## config.mk

```make
export PLATFORM = sky130hd
export DESIGN_NAME = max_vector_stream_ctrl
export DESIGN_NICKNAME = d
export VERILOG_FILES = /design/src/rtl/max_vector_stream_ctrl_pkg.sv /design/src/rtl/max_vector_stream_ctrl_tree.sv /design/src/rtl/max_vector_stream_ctrl.sv
export SDC_FILE = /design/constraint.sdc
export NUM_CORES = 1
export LEC_CHECK = 0
export ABC_AREA = 1
export BUFFER_PORTS_ARGS = -buffer_cell sky130_fd_sc_hd__clkbuf_2
export CAP_MARGIN = 20
export CORE_MARGIN = 3
export CORE_UTILIZATION = 59
export DETAILED_ROUTE_END_ITERATION = 7
export PLACE_DENSITY = 0.81
export RECOVER_POWER = 100
export REMOVE_ABC_BUFFERS = 1
export SYNTH_ARGS = -nofsm -noshare
export SYNTH_HDL_FRONTEND = slang
export SYNTH_SLANG_ARGS = --single-unit
```

## constraint.sdc

```tcl
create_clock -name clk -period 2.4 [get_ports clk]
set_input_delay 0.48 -clock clk [delete_from_list [all_inputs] [get_ports clk]]
set_output_delay 0.48 -clock clk [all_outputs]
set_load 0.01 [all_outputs]
```

## src/rtl/max_vector_stream_ctrl_pkg.sv

```systemverilog
// ============================================================================
// Module   : max_vector_stream_ctrl_pkg
// Brief    : Shared types and constants for the streaming vector-max controller.
// Revision : 1.0 - initial release
// ============================================================================
`default_nettype none

package max_vector_stream_ctrl_pkg;

    localparam int DW    = 8;
    localparam int LANES = 8;
    localparam int CNT_W = 9;

    localparam logic signed [DW-1:0] MIN_VAL = {1'b1, {(DW-1){1'b0}}};

    typedef enum logic [1:0] {
        ACCEPT = 2'd0,
        DRAIN  = 2'd1,
        DONE   = 2'd2
    } state_t;

    typedef struct packed {
        logic             last;
        logic [CNT_W-1:0] idx;
    } tag_t;

endpackage

`default_nettype wire

```

## src/rtl/max_vector_stream_ctrl_tree.sv

```systemverilog
// ============================================================================
// Module   : max_pipeline_tree
// Brief    : 8-lane signed max reduction, three register levels (8->4->2->1).
// Revision : 1.0 - initial release
// ============================================================================
`default_nettype none

module max_pipeline_tree
    import max_vector_stream_ctrl_pkg::*;
#(
    parameter int DW = max_vector_stream_ctrl_pkg::DW
) (
    input  logic                 clk,
    input  logic                 rst,
    input  logic                 i_valid,
    input  logic [LANES*DW-1:0]  i_data,
    output logic                 o_valid,
    output logic signed [DW-1:0] o_max
);

    logic signed [DW-1:0] w_lane [LANES];
    logic signed [DW-1:0] r_l1   [LANES/2];
    logic signed [DW-1:0] r_l2   [LANES/4];
    logic signed [DW-1:0] r_l3;
    logic [2:0]           r_vld;

    function automatic logic signed [DW-1:0] f_smax(input logic signed [DW-1:0] a,
                                                    input logic signed [DW-1:0] b);
        return (a > b) ? a : b;
    endfunction

    generate
        for (genvar g = 0; g < LANES; g++) begin : g_lane
            assign w_lane[g] = i_data[g*DW +: DW];
        end
    endgenerate

    always_ff @(posedge clk) begin
        if (rst) begin
            r_vld <= '0;
            for (int i = 0; i < LANES/2; i++) r_l1[i] <= '0;
            for (int i = 0; i < LANES/4; i++) r_l2[i] <= '0;
            r_l3 <= '0;
        end else begin
            r_vld <= {r_vld[1:0], i_valid};
            for (int i = 0; i < LANES/2; i++) r_l1[i] <= f_smax(w_lane[2*i], w_lane[2*i+1]);
            for (int i = 0; i < LANES/4; i++) r_l2[i] <= f_smax(r_l1[2*i], r_l1[2*i+1]);
            r_l3 <= f_smax(r_l2[0], r_l2[1]);
        end
    end

    assign o_valid = r_vld[2];
    assign o_max   = r_l3;

endmodule

`default_nettype wire

```

## src/rtl/max_vector_stream_ctrl.sv

```systemverilog
// ============================================================================
// Module   : max_vector_stream_ctrl
// Brief    : Streams 8-lane beats through the max tree and folds a per-vector max.
// Revision : 1.0 - initial release
// ============================================================================
`default_nettype none

module max_vector_stream_ctrl
    import max_vector_stream_ctrl_pkg::*;
#(
    parameter int DW        = max_vector_stream_ctrl_pkg::DW,
    parameter int TREE_LAT  = 3,
    parameter int MAX_BEATS = 256,
    parameter int CNT_W     = max_vector_stream_ctrl_pkg::CNT_W
) (
    input  logic                 clk,
    input  logic                 rst,
    input  logic                 s_valid,
    output logic                 s_ready,
    input  logic [LANES*DW-1:0]  s_data,
    input  logic [LANES-1:0]     s_keep,
    input  logic                 s_last,
    output logic                 m_valid,
    input  logic                 m_ready,
    output logic signed [DW-1:0] m_max,
    output logic [CNT_W-1:0]     m_idx,
    output logic [CNT_W-1:0]     m_beats,
    output logic                 m_trunc
);

    localparam logic signed [DW-1:0] c_MIN   = {1'b1, {(DW-1){1'b0}}};
    localparam int                   c_IDX_W = max_vector_stream_ctrl_pkg::CNT_W;

    state_t                r_state, w_state_nxt;
    logic                  w_xfer, w_last_eff, w_tree_vld, w_fold, w_fold_last, w_gt;
    logic [LANES*DW-1:0]   w_tree_in;
    logic signed [DW-1:0]  w_tree_max, w_new_max, r_run_max;
    logic [CNT_W-1:0]      r_cnt, r_best_idx, w_new_idx, w_tail_idx;
    tag_t                  r_tag [TREE_LAT];
    logic [TREE_LAT-1:0]   r_tag_vld;
    logic                  r_trunc_pend;
    logic signed [DW-1:0]  r_m_max;
    logic [CNT_W-1:0]      r_m_idx, r_m_beats;
    logic                  r_m_trunc;

    assign w_xfer     = s_valid && (r_state == ACCEPT);
    assign w_last_eff = s_last || (r_cnt == CNT_W'(MAX_BEATS - 1));

    // Disabled lanes become the most negative value so they never win the max.
    generate
        for (genvar g = 0; g < LANES; g++) begin : g_mask
            assign w_tree_in[g*DW +: DW] = s_keep[g] ? s_data[g*DW +: DW] : c_MIN;
        end
    endgenerate

    max_pipeline_tree #(.DW(DW)) u_tree (
        .clk     (clk),
        .rst     (~rst),
        .i_valid (w_xfer),
        .i_data  (w_tree_in),
        .o_valid (w_tree_vld),
        .o_max   (w_tree_max)
    );

    assign w_tail_idx  = CNT_W'(r_tag[TREE_LAT-1].idx);
    assign w_fold      = w_tree_vld && r_tag_vld[TREE_LAT-1];
    assign w_fold_last = w_fold && r_tag[TREE_LAT-1].last;
    assign w_gt        = w_tree_max > r_run_max;
    assign w_new_max   = w_gt ? w_tree_max : r_run_max;
    assign w_new_idx   = w_gt ? w_tail_idx : r_best_idx;

    always_ff @(posedge clk) begin
        if (!rst) r_state <= ACCEPT;
        else      r_state <= w_state_nxt;
    end

    always_comb begin
        w_state_nxt = r_state;
        s_ready     = 1'b0;
        m_valid     = 1'b0;
        case (r_state)
            ACCEPT: begin
                s_ready = 1'b1;
                if (s_valid && w_last_eff) w_state_nxt = DRAIN;
            end
            DRAIN: begin
                if (w_fold_last) w_state_nxt = DONE;
            end
            DONE: begin
                m_valid = 1'b1;
                if (m_ready) w_state_nxt = ACCEPT;
            end
            default: w_state_nxt = ACCEPT;
        endcase
    end

    always_ff @(posedge clk) begin
        if (!rst) begin
            r_cnt        <= '0;
            r_run_max    <= c_MIN;
            r_best_idx   <= '0;
            r_tag_vld    <= '0;
            r_trunc_pend <= 1'b0;
            r_m_max      <= '0;
            r_m_idx      <= '0;
            r_m_beats    <= '0;
            r_m_trunc    <= 1'b0;
            for (int i = 0; i < TREE_LAT; i++) r_tag[i] <= '0;
        end else begin
            // Tags advance every cycle in lockstep with the never-stalled tree.
            r_tag_vld[0] <= w_xfer;
            r_tag[0]     <= '{last: w_last_eff, idx: c_IDX_W'(r_cnt)};
            for (int i = 1; i < TREE_LAT; i++) begin
                r_tag_vld[i] <= r_tag_vld[i-1];
                r_tag[i]     <= r_tag[i-1];
            end
            if (w_xfer) begin
                r_cnt <= r_cnt + 1'b1;
                if (w_last_eff) r_trunc_pend <= !s_last;
            end
            if (w_fold) begin
                r_run_max  <= w_new_max;
                r_best_idx <= w_new_idx;
            end
            if (w_fold_last && (r_state == DRAIN)) begin
                r_m_max   <= w_new_max;
                r_m_idx   <= w_new_idx;
                r_m_beats <= r_cnt;
                r_m_trunc <= r_trunc_pend;
            end
            if ((r_state == DONE) && m_ready) begin
                r_cnt      <= '0;
                r_run_max  <= c_MIN;
                r_best_idx <= '0;
            end
        end
    end

    assign m_max   = r_m_max;
    assign m_idx   = r_m_idx;
    assign m_beats = r_m_beats;
    assign m_trunc = r_m_trunc;

endmodule

`default_nettype wire

```

==> out/qor.txt <==
Routed WL -> 16300 um
Cell Area, Synth -> 8300 um^2
ANT cells -> 0
CTS sink cnt -> 145
First-pass GRT wire length -> 28900 um
Total gr overflow -> 0
Power per cell area -> 807 nW/um^2
Top delay family on crit path -> simple AND/OR/NAND/NOR gates
Mean Syn Cell Area -> 7.18 um^2
Largest stage delay on the critical path -> 0.38 ns
H-tree depth -> 4
Post-synth ARST share -> 0%
Initial DRC count -> 428
Slowest CP cell -> dfxtp_1
Longest Clk Path Bufs -> 2
Die Ht -> 125 um
Area Overhead vs Synth -> 13.2%
CTS Hold Bufs -> 0
Clock skew -> 0.00524 ns
Number of vias per cell -> 4.85
Final hold violation count -> 0
Worst-Skew Late Latency -> 0.42 ns
Vias in the first global route -> 6666
Synth Warn # -> 0
# IOs -> 106
Synth Register Bits -> 145
Final period utilization -> 87.5%
HP Class -> input port to flip-flop
Post-CTS setup buffers -> 0
Layout net count -> 1396
Initial Util -> 61.5%
Syn Inst Count -> 1157
WP data arrival -> 2.47 ns
Die area -> 15500 um^2
Setup violators final -> 0
Final Total Pwr -> 7.58 mW
Cts bufs inserted -> 17
EDFF count, synth -> 0
VDD IR max -> 0.484 mV
Residual DRC -> 0
Largest net degree at the start of global routing -> 43
CTS tree -> built
GRT Overall Usage -> 21.8%
Synth Flop Type -> dfxtp_1
Die X-Extent -> 125 um
Flop-to-flop setup slack -> 0.30 ns
CP Cell Sequence -> inv_1 > ha_1 > a21oi_2 > o21ai_0 > nand2_2 > nand2_2 > nand2_4 > clkbuf_2 > nand4_1 > nand3_1 > nand2_1 > inv_1
Post_cts resized -> 0
Fin. max-slew vios -> 0
Seq/Total Area, Yosys -> 35.0%
Initial antenna violation count -> 0
Vias -> 7008
Fmax -> 476 MHz
CP Buf/Inv Count -> 3
Share of cells above drive strength 1 -> 17.1%
Worst slew pin tran -> 0.672 ns
Lkg Pwr -> 5.14 nW
CTS root buf -> clkbuf_16
Status -> complete, no violations
Avg WL per Cell -> 11.2 um
Commonest non-fill, non-tap cell in the layout -> nand2_1
Relative slew slack -> 55.2%
Most frequent cells in the layout -> 244 x nand2_1, 203 x inv_1, 147 x nor2_1
Worst Path Class, Setup -> flip-flop to flip-flop
Fin Setup TNS -> 0 ns
Critical Path RT -> 2.76 ns
Drt first pass iters -> 4
Detail Placement HPWL -> 12100 um
Buffers added on ports -> 105
Fin crit period -> 2.10 ns
CP startpoint kind -> flip-flop
Max-cap violations -> 0
ANT nets after route -> 0
Hold_ws -> 0.311 ns
Worst setup EP type -> flip-flop
Max Fanout on Critical Path -> 17
Reg clk slew, reported paths -> 0.06 ns
Area of the core -> 13500 um^2
Final Wtd Congestion -> 0.914
Cell Rows -> 42
Netlist cell types -> 47
RSZ-0062 raised after global routing -> false
==> synthesized netlist by cell type, types with 2 or more instances <==
master,number,area [um^2]
nand2_1,242,908
inv_1,203,762
dfxtp_1,145,2900
nor2_1,142,533
a21oi_1,66,330
nand3_1,65,325
ha_1,62,776
nand4_1,42,263
nand2_4,23,259
nand2_2,22,138
nor2_2,22,138
o21ai_0,16,80.1
clkbuf_1,12,45.0
a21oi_2,10,87.6
buf_4,9,67.6
buf_2,7,35.0
nand3_2,7,70.1
nand3b_1,7,52.6
o21ai_2,6,52.6
buf_6,5,56.3
nor3_1,5,25.0
inv_2,3,11.3
inv_4,3,18.8
nand4_2,3,37.5
buf_1,2,7.51
clkbuf_4,2,15.0
clkbuf_8,2,27.5
nand3_4,2,35.0
nor2_4,2,22.5
nor2_8,2,40.0
o21ai_1,2,10.0
==> final cells by class <==
type	count	area (um^2)
sequential	145	2900
multi-input combinational	760	4250
inverter	210	801
clock inverter	12	161
tap	176	220
fill	1162	4110
clock buffer	19	443
timing repair buffer	123	623
==> final timing paths <==
| check | startpoint | to | depth (start not counted) |
|---|---|---|---|
| worst max register to register | r_run_max[1]$_SDFFE_PP0P_ | r_best_idx[7]$_SDFFE_PP0P_ | 12 |
| worst min-delay path | s_last | r_tag[0][9]$_SDFF_PN0_ | 3 |
| worst min register to register | r_tag[0][9]$_SDFF_PN0_ | r_tag[0][19]$_SDFF_PN0_ | 2 |
| worst max-delay path | r_run_max[1]$_SDFFE_PP0P_ | r_best_idx[7]$_SDFFE_PP0P_ | 12 |
==> power breakdown <==
group / switching (mW) / leakage, nW / total (mW) / internal [mW]
sequential: 0.128 / 1.18 / 2.74 / 2.61
clock: 0.985 / 0.274 / 2.64 / 1.66
combinational: 1.37 / 3.68 / 2.20 / 0.833
==> worst min-delay path: cells and delay by family <==
family / cells / cell delay [ns]
AND/OR/NAND/NOR: 2 / 0.12
buffers and inverters: 1 / 0.10
==> metal layers <==
layer	vias up	GRT usage, %	wire length, um
li1	3810	-	-
met5	-	0	0
met2	134	35.8	7580
met3	20	4.85	692
met4	0	7.61	232
met1	3044	28.2	7750
==> kinds of logic (layout without fill, tap and decap cells) <==
kind of cell	count (synthesis)	in the layout	share of synthesized area, %
xor+xnor	1	1	0.105
flops	145	145	35.0
fa+ha+maj	62	62	9.34
compound gates	106	106	7.31
simple gates	591	591	35.0
buf+inv	252	364	13.3
==> stage by stage <==
step                area (um^2)  std cells  setup WS, ns  utilization (%)
floorplan                  8000       1115        0.0493                -
global placement           8900       1414         0.142             65.9
detailed placement         8900       1414        0.0392             65.9
CTS                        9500       1445         0.410             70.3
global route               9400       1445        0.0977             69.6
finish                     9400       1445         0.299             69.6
==> flip-flops by register name (all words and copies together), names as in the netlist <==
name / cells
r_best_idx: 9
u_tree.r_l2: 16
r_state: 2
m_max: 8
u_tree.o_max: 8
m_beats: 9
r_cnt: 9
r_trunc_pend: 1
u_tree.r_vld: 3
r_tag: 30
m_trunc: 1
m_idx: 9
u_tree.r_l1: 32
r_run_max: 8
Note: power is estimated with default switching activity, not from simulation.
